<file path="config.mk">
export PLATFORM = sky130hd
export DESIGN_NAME = apb_txn_scheduler
export DESIGN_NICKNAME = d
export VERILOG_FILES = /design/src/rtl/apb_sched_pkg.sv /design/src/rtl/rr_arbiter.sv /design/src/rtl/apb_txn_scheduler.sv
export SDC_FILE = /design/constraint.sdc
export NUM_CORES = 1
export LEC_CHECK = 0
export CAP_MARGIN = 20
export CELL_PAD_IN_SITES_DETAIL_PLACEMENT = 1
export CELL_PAD_IN_SITES_GLOBAL_PLACEMENT = 1
export CORE_UTILIZATION = 28
export DETAILED_ROUTE_END_ITERATION = 7
export PLACE_DENSITY = 0.86
export REMOVE_ABC_BUFFERS = 1
export SETUP_SLACK_MARGIN = 0.2
export SYNTH_ARGS = -nofsm -noshare
export SYNTH_HDL_FRONTEND = slang
export SYNTH_SLANG_ARGS = --single-unit
</file>
<file path="constraint.sdc">
create_clock -name clk -period 5 [get_ports clk]
set_input_delay 0.75 -clock clk [delete_from_list [all_inputs] [get_ports clk]]
set_output_delay 0.75 -clock clk [all_outputs]
set_load 0.005 [all_outputs]
</file>
<file path="src/rtl/apb_sched_pkg.sv">
// Shared constants for the APB transaction scheduler: FSM state encodings and a
// width helper used to size pointers and counters.
package apb_sched_pkg;

  localparam logic [1:0] IDLE   = 2'd0;
  localparam logic [1:0] SETUP  = 2'd1;
  localparam logic [1:0] ACCESS = 2'd2;

  // Never returns less than 1 so single-value ranges still get a legal vector.
  function automatic int clog2(input int value);
    int r;
    r = 0;
    for (int i = 0; i < 31; i++) begin
      if ((1 << i) < value) r = i + 1;
    end
    return (r < 1) ? 1 : r;
  endfunction

endpackage

</file>
<file path="src/rtl/rr_arbiter.sv">
// Combinational round-robin picker: grants the first requesting index strictly
// after ptr, wrapping; ptr itself is searched last.
module rr_arbiter
  import apb_sched_pkg::*;
#(
  parameter int N  = 2,
  parameter int PW = clog2(N)
) (
  input  logic [N-1:0]  req,
  input  logic [PW-1:0] ptr,
  output logic [N-1:0]  grant,
  output logic [PW-1:0] grant_idx,
  output logic          grant_any
);

  int idx;

  always_comb begin
    grant     = '0;
    grant_idx = '0;
    grant_any = 1'b0;
    idx       = 0;
    for (int k = 1; k <= N; k++) begin
      idx = (int'(ptr) + k) % N;
      if (!grant_any && req[idx[PW-1:0]]) begin
        grant[idx[PW-1:0]] = 1'b1;
        grant_idx          = PW'(idx);
        grant_any          = 1'b1;
      end
    end
  end

endmodule

</file>
<file path="src/rtl/apb_txn_scheduler.sv">
// Shares one APB master port between NREQ requesters: round-robin accept, one
// SETUP/ACCESS transfer at a time with optional wait-state timeout, routed response.
module apb_txn_scheduler
  import apb_sched_pkg::*;
#(
  parameter int NREQ    = 2,
  parameter int AW      = 32,
  parameter int DW      = 32,
  parameter int TIMEOUT = 16
) (
  input  logic               clk,
  input  logic               reset,
  input  logic [NREQ-1:0]    req_valid_i,
  input  logic [NREQ-1:0]    req_write_i,
  input  logic [NREQ*AW-1:0] req_addr_i,
  input  logic [NREQ*DW-1:0] req_wdata_i,
  output logic [NREQ-1:0]    req_ready_o,
  output logic [NREQ-1:0]    rsp_valid_o,
  output logic [DW-1:0]      rsp_rdata_o,
  output logic               rsp_err_o,
  output logic               psel_o,
  output logic               penable_o,
  output logic               pwrite_o,
  output logic [AW-1:0]      paddr_o,
  output logic [DW-1:0]      pwdata_o,
  input  logic [DW-1:0]      prdata_i,
  input  logic               pready_i
);

  localparam int PW = clog2(NREQ);
  localparam int CW = clog2(TIMEOUT + 1);

  logic [1:0]      state_reg, state_next;
  logic [PW-1:0]   ptr_reg, owner_reg;
  logic            write_reg;
  logic [AW-1:0]   addr_reg;
  logic [DW-1:0]   wdata_reg;
  logic [CW-1:0]   cnt_reg;
  logic [NREQ-1:0] rsp_valid_reg;
  logic [DW-1:0]   rsp_rdata_reg;
  logic            rsp_err_reg;

  logic [NREQ-1:0] grant;
  logic [PW-1:0]   grant_idx;
  logic            grant_any;
  logic            timeout_hit;

  logic [AW-1:0] addr_arr  [NREQ];
  logic [DW-1:0] wdata_arr [NREQ];

  generate
    for (genvar gi = 0; gi < NREQ; gi++) begin : g_unpack
      assign addr_arr[gi]  = req_addr_i[gi*AW +: AW];
      assign wdata_arr[gi] = req_wdata_i[gi*DW +: DW];
    end
  endgenerate

  rr_arbiter #(.N(NREQ), .PW(PW)) u_arb (
    .req       (req_valid_i),
    .ptr       (ptr_reg),
    .grant     (grant),
    .grant_idx (grant_idx),
    .grant_any (grant_any)
  );

  // A ready slave on the last allowed wait cycle still completes normally.
  assign timeout_hit = (TIMEOUT != 0) && !pready_i && (cnt_reg == CW'(TIMEOUT - 1));

  always_ff @(posedge clk or posedge reset) begin
    if (reset) state_reg <= IDLE;
    else       state_reg <= state_next;
  end

  always_comb begin
    state_next = state_reg;
    case (state_reg)
      IDLE:    if (grant_any) state_next = SETUP;
      SETUP:   state_next = ACCESS;
      ACCESS:  if (pready_i || timeout_hit) state_next = IDLE;
      default: state_next = IDLE;
    endcase
  end

  // Accept is only offered while reset is released so nothing is acknowledged
  // that the registers cannot capture.
  always_comb begin
    psel_o      = (state_reg == SETUP) || (state_reg == ACCESS);
    penable_o   = (state_reg == ACCESS);
    req_ready_o = ((state_reg == IDLE) && !reset) ? grant : '0;
  end

  always_ff @(posedge clk or posedge reset) begin
    if (reset) begin
      ptr_reg       <= PW'(NREQ - 1);
      owner_reg     <= '0;
      write_reg     <= 1'b0;
      addr_reg      <= '0;
      wdata_reg     <= '0;
      cnt_reg       <= '0;
      rsp_valid_reg <= '0;
      rsp_rdata_reg <= '0;
      rsp_err_reg   <= 1'b0;
    end else begin
      rsp_valid_reg <= '0;
      rsp_rdata_reg <= '0;
      rsp_err_reg   <= 1'b0;
      if (state_reg == IDLE && grant_any) begin
        ptr_reg   <= grant_idx;
        owner_reg <= grant_idx;
        write_reg <= req_write_i[grant_idx];
        addr_reg  <= addr_arr[grant_idx];
        wdata_reg <= wdata_arr[grant_idx];
      end
      if (state_reg == SETUP) cnt_reg <= '0;
      if (state_reg == ACCESS) begin
        if (pready_i) begin
          rsp_valid_reg <= NREQ'(1) << owner_reg;
          rsp_rdata_reg <= write_reg ? '0 : prdata_i;
        end else if (timeout_hit) begin
          rsp_valid_reg <= NREQ'(1) << owner_reg;
          rsp_err_reg   <= 1'b1;
        end else if (TIMEOUT != 0) begin
          cnt_reg <= cnt_reg + CW'(1);
        end
      end
    end
  end

  assign rsp_valid_o = rsp_valid_reg;
  assign rsp_rdata_o = rsp_rdata_reg;
  assign rsp_err_o   = rsp_err_reg;
  assign pwrite_o    = write_reg;
  assign paddr_o     = addr_reg;
  assign pwdata_o    = wdata_reg;

endmodule
</file>
==> results.md, run 1 <==
- IO Count: approximately 270
- Hold violation count in the final report: 0
- CTS Root Cell: clkbuf_16
- Post-CTS Hold Fix Bufs: 0
- Yosys top cell by area: dfrtp_1
- GRT Residual Overflow: 0
- Vias in the first global route: between 4000 and 5000
- Worst-path fanout max: 14
- Ys Warns: 0
- Clock transition at the registers of the reported paths: about 0.07 ns
- Highest clock rate: 292 MHz
- Finished Cell Area: between 7000 and 8000 um2
- Post-synthesis instance total: around 410
- Post-CTS Setup Repair Bufs: 0
- CP max-delay cell: clkdlybuf4s50_1
- Most common cell on crit path: clkdlybuf4s50_1
- WP data required: roughly 4.3 ns
- Ys async rst share: 100%
- Post-CTS sizing: 0
- Remaining DRCs: 0
- Status: complete, no violations
- Maximum vdd ir drop: 0.270 mV
- Fill count: 1775
- Worst Max-Slew Pin Slew: between 0.9 and 1 ns
- R2R setup slack: between 2 and 3 ns
- Initial DRC count: ~130
- Clock skew: around 0.0074 ns
- Final Util: approximately half
- 1st-pass router iterations: 4
- Antenna viol nets, final: 0
- Final Setup Violations: 0
- Slew Viols, Final: 0
- Gpl congestion: about 0.75
- Die ar.: between 15000 and 20000 um2
- Layout cells sized above 1: under 10%
- CTS sink count: around 110
- Leak: ~3.4 nW
- Htree depth: 3
- Die Y: 130 um
- Max_slew headroom: approximately 37%
- Clock latency at the later pin of the worst-skew pair: 0.34 ns
- Final TNS setup: 0 ns
- Number of vias per cell: approximately 4.5
- First-pass GRT wire length: roughly 23000 um
- Worst Hold Class: flop to flop
- Pwr Density: approximately 460 nW/um2
- Crit end category: primary output
- Placed Area: between 7000 and 8000 um2
- Yosys top cell area share: around three fifths
- Largest net degree at the start of global routing: between 100 and 150
- Clock period minus final worst setup slack: between 3 and 4 ns
- Number of library cell types mapped by synthesis: 27
- Buf+Inv Stages, Crit Path: 2
- Seq cells post-synth: 109
- Via count: roughly 4000
- I/O Buffers: 270
- DP HPWL: between 10000 and 15000 um
- Area of the multi-input gates: 1740 um2
- CP delay by family, top: buffers and inverters
- Row cnt: 46
- Final net count: about 840
- Routed WL: roughly 15000 um
- CP Data Arrival Time: 2.68 ns
- Core ar.: 16000 um2
- Sequential area share after synthesis: about three fifths
- Cell area after synthesis: 4620 um2
- Worst-path cell chain: clkdlybuf4s50_1 > a21boi_4 > and3_1 > clkdlybuf4s50_1
- P&R area growth vs syn: 68.8%
- FF/Latch Area: 2730 um2
- TritonCTS clock tree: yes
- Slowest stage delay, CP: 0.60 ns
- Main area contributors after synthesis: dfrtp_1, mux2i_1, nand2_1
- DR WL/cell: roughly 17 um
- EDFF count, synth: 0
- Final Power: approximately 3.6 mW
- CP startpoint kind: input port
- Post-route clock period utilization: roughly two thirds
- Avg Cell Area, Syn: between 10 and 15 um2
- Clock buffer depth: 2
- Initial Util: between 20% and 30%
- Antenna violations before repair: 0
- # diodes: 0
- Ys flop type: dfrtp_1
- Num CTS Buffers: 9
- Max Cap Viol: 0
- Die Span X: approximately 130 um
- RSZ-0062 raised after global routing: false
- Crit Path Class: input port to primary output
- GRT Util Overall: 17.8%
==> logic make-up (layout without fill, tap and decap cells) <==
family | after synthesis | after routing | synth area share, %
simple gates | 114 | 114 | 11.6
flops | 109 | 109 | 59.0
compound gates | 77 | 77 | 8.71
fa+ha+maj | 6 | 6 | 1.62
buf+inv | 32 | 298 | 3.76
mux | 70 | 70 | 15.2
==> synthesized netlist by cell type, drive strengths merged, types with 2 or more instances <==
cell type  instances
and2              32
a21oi              2
inv                8
and3               3
nand2             69
mux2i             67
dfrtp            108
nor2               4
mux2               3
ha                 6
clkbuf            11
nand3              3
o21ai             71
buf               13
==> worst paths after layout <==
| path | from | to | cells after the start |
|---|---|---|---|
| worst max-delay path | req_valid_i[1] | req_ready_o[1] | 4 |
| worst min-delay path | owner_reg$_DFFE_PP0P_ | rsp_valid_o[0]$_DFF_PP0_ | 1 |
| worst max register to register | ptr_reg$_DFFE_PP1P_ | pwdata_o[27]$_DFFE_PP0P_ | 4 |
| worst min register to register | owner_reg$_DFFE_PP0P_ | rsp_valid_o[0]$_DFF_PP0_ | 1 |
| max in group asynchronous | reset | rsp_rdata_o[9]$_DFF_PP0_ | 3 |
| min in group asynchronous | reset | paddr_o[26]$_DFFE_PP0P_ | 2 |
==> final cells by class <==
type	count	area share, %
clock buffer	12	3.29
tap	216	3.46
clock inverter	4	0.305
sequential	109	35.0
inverter	8	0.417
multi-input combinational	267	22.3
timing repair buffer	274	35.3
==> power by group <==
group	internal, mW	leakage [nW]	switching [mW]
clock	0.364	0.142	0.313
combinational	0.864	1.86	0.654
sequential	1.19	1.40	0.173
==> metal layers <==
layer	track usage [%]	vias up	share of wire, %
met3	6.19	19	11
li1	-	1894	-
met4	6.49	0	1.9
met2	33.1	195	51
met5	0	-	0
met1	18.5	1911	37
==> stage by stage <==
step	setup slack [ns]	hold WS, ns	std cells
final	1.57	0.467	890
after floorplan	-2.82	0.426	384
after global placement	1.62	0.441	873
after global routing	1.49	0.477	890
after detailed placement	1.54	0.460	873
after CTS	1.54	0.470	889
==> cell usage in the layout (no fill, tap or decap) <==
cell               n
dfstp_2            1
inv_4              1
a31oi_1            1
or3b_2             1
a22o_1             1
nand3_1            3
nor3b_2            1
o21ai_1           28
clkinv_2           3
buf_4              3
clkbuf_16          9
a21boi_4           1
clkdlybuf4s50_1  270
clkbuf_1           1
and3b_1            1
ha_1               6
buf_16             1
a21oi_1            2
mux2i_1           67
and3_1             3
o21ai_0           42
o21ai_4            1
clkinv_4           1
dfrtp_1          108
clkbuf_8           2
mux2_2             3
and2_1            32
inv_1              7
nor2_1             4
nand2_1           69
o2111a_1           1
Note: power is estimated with default switching activity, not from simulation.
==> inputs of run 2 (changes only) <==
--- a/config.mk
+++ b/config.mk
@@ -8,9 +8,9 @@
 export CAP_MARGIN = 20
 export CELL_PAD_IN_SITES_DETAIL_PLACEMENT = 1
 export CELL_PAD_IN_SITES_GLOBAL_PLACEMENT = 1
-export CORE_UTILIZATION = 28
+export CORE_UTILIZATION = 25
 export DETAILED_ROUTE_END_ITERATION = 7
-export PLACE_DENSITY = 0.86
+export PLACE_DENSITY = 0.82
 export REMOVE_ABC_BUFFERS = 1
 export SETUP_SLACK_MARGIN = 0.2
 export SYNTH_ARGS = -nofsm -noshare
==> constraint.sdc (replaced) <==
create_clock -name clk -period 3 [get_ports clk]
set_input_delay 0.45 -clock clk [delete_from_list [all_inputs] [get_ports clk]]
set_output_delay 0.45 -clock clk [all_outputs]
set_load 0.005 [all_outputs]
==> results.md, run 2 (synthesis gave the netlist of run 1 again) <==
- Number of vias per cell: 4.41
- Clock buffer depth: 2
- Die Span X: ~140 um
- First-pass GRT wire length: between 20000 and 25000 um
- 1st-pass router iterations: 4
- Fill count: a little under 2000
- Gpl congestion: around 0.77
- Final Setup Violations: 0
- Hold Crit Endpoint: rsp_valid_o[0]$_DFF_PP0_
- Crit end category: primary output
- Hold_sp: owner_reg$_DFFE_PP0P_
- Worst-path cell chain: clkdlybuf4s50_1 > a21boi_4 > and3_1 > clkdlybuf4s50_1
- Worst reg2reg path depth: 6
- Clock latency at the later pin of the worst-skew pair: about 0.35 ns
- Slowest stage delay, CP: approximately 0.6 ns
- P&R area growth vs syn: 69.8%
- Initial Util: 25.6%
- Worst-path fanout max: 5
- CP startpoint kind: input port
- Crit Path Class: input port to primary output
- Die ar.: around 19000 um2
- Post-route clock period utilization: 81.1%
- Routed WL: 14400 um
- CP max-delay cell: clkdlybuf4s50_1
- I/O Buffers: 270
- Core ar.: 18000 um2
- Layout cells sized above 1: under 10%
- Max Cap Viol: 0
- Hold violation count in the final report: 0
- Leak: 3.41 nW
- CTS Root Cell: clkbuf_16
- DP HPWL: 11200 um
- Highest clock rate: between 400 and 500 MHz
- GRT Util Overall: between 10% and 20%
- WP data required: ~2.6 ns
- Final Util: a little over two fifths
- Post-CTS Hold Fix Bufs: 0
- CP Data Arrival Time: 1.98 ns
- Clock transition at the registers of the reported paths: 0.08 ns
- Initial DRC count: 67
- Post-CTS sizing: 0
- Worst Max-Slew Pin Slew: 0.847 ns
- TritonCTS clock tree: yes
- Post-CTS Setup Repair Bufs: 0
- Via count: 3984
- Pwr Density: ~760 nW/um2
- Die Y: about 140 um
- IO Count: around 270
- RR Startpoint: cnt_reg[0]$_DFF_PP0_
- Maximum vdd ir drop: 1.02 mV
- Clock skew: between 0.01 and 0.015 ns
- Commonest non-fill, non-tap cell in the layout: clkdlybuf4s50_1
- Antenna viol nets, final: 0
- Row cnt: 49
- Most frequent cells in the layout: clkdlybuf4s50_1, dfrtp_1, nand2_1
- CTS sink count: about 110
- Final net count: roughly 840
- Slew Viols, Final: 0
- Clock period minus final worst setup slack: roughly 2.4 ns
- R2R setup slack: ~0.9 ns
- R2r endpoint: cnt_reg[3]$_DFF_PP0_
- Placed Area: 7540 um2
- Max_slew headroom: 43.6%
- Htree depth: 3
- Most common cell on crit path: clkdlybuf4s50_1
- Fin Hold WS: about 0.47 ns
- Remaining DRCs: 0
- RSZ-0062 raised after global routing: false
- Worst setup startpoint: req_valid_i[1]
- Finished Cell Area: between 7000 and 8000 um2
- DR WL/cell: between 15 and 20 um
- Num CTS Buffers: 9
- Largest net degree at the start of global routing: between 100 and 150
- Worst Hold Class: flop to flop
- Antenna violations before repair: 1
- Vias in the first global route: about 4300
- Hold depth: 1
- GRT Residual Overflow: 0
- Status: complete, no violations
## run 2: cell count changes in the layout (fill, tap and decap cells not counted)
cell	previous run	this run
buf_12	0	2
buf_16	1	0
buf_4	3	2
clkbuf_1	1	0
clkbuf_8	2	0
clkinv_2	3	0
clkinv_4	1	2
clkinv_8	0	1
diode_2	0	1
inv_6	0	1
inv_8	0	3
## run 2: metrics by stage
step                      TNS [ns]  total power [mW]  worst slack (ns)  instances
after floorplan            -329.24              3.29             -4.52        384
after global placement           0              4.68             0.600        887
after detailed placement         0              4.84             0.569        887
after CTS                        0              6.06             0.554        903
after global routing             0              6.38             0.499        903
final                            0              5.94             0.566        904
## run 2: routing by layer
layer | GRT usage [%] | vias to the layer above | part of all wire [%] | routed length, um
met4 | 5.86 | 0 | 2.3 | 330
met3 | 4.46 | 23 | 9.6 | 1380
met5 | 0 | - | 0 | 0
met2 | 27.1 | 165 | 51 | 7300
li1 | - | 1897 | - | -
met1 | 15.3 | 1899 | 37 | 5390
## run 2: how the worst max path moves through the flow
stage                             end  slack, ns  cells after the start
2_1_floorplan  paddr_o[0]$_DFFE_PP0P_      -4.52                      2
3_3_place_gp           req_ready_o[1]       0.60                      4
3_5_place_dp           req_ready_o[1]       0.57                      4
4_1_cts                req_ready_o[1]       0.55                      4
5_1_grt                req_ready_o[1]       0.50                      4
6_report               req_ready_o[1]       0.57                      4
## run 2: where the power goes
part           total (mW)  internal, mW  switching [mW]
logic                2.50          1.43            1.08
registers            2.25          1.98           0.269
clock network        1.19         0.595           0.594
## run 2: critical path, delay by kind of cell
kind | cells | cell delay, ns
buffers and inverters | 2 | 1.10
AOI/OAI and AO/OA | 1 | 0.26
and+or+nand+nor | 1 | 0.18
## run 2: cell type report
| cell class | count | area [um2] | area share (%) |
|---|---|---|---|
| inverters | 8 | 32.5 | 0.414 |
| well taps | 229 | 287 | 3.65 |
| clock buffers | 9 | 225 | 2.87 |
| diodes | 1 | 2.50 | 0.0319 |
| flip-flops and latches | 109 | 2730 | 34.8 |
| multi-input cells | 267 | 1740 | 22.2 |
| clock inverters | 7 | 76.3 | 0.972 |
| repair buffers | 274 | 2760 | 35.1 |
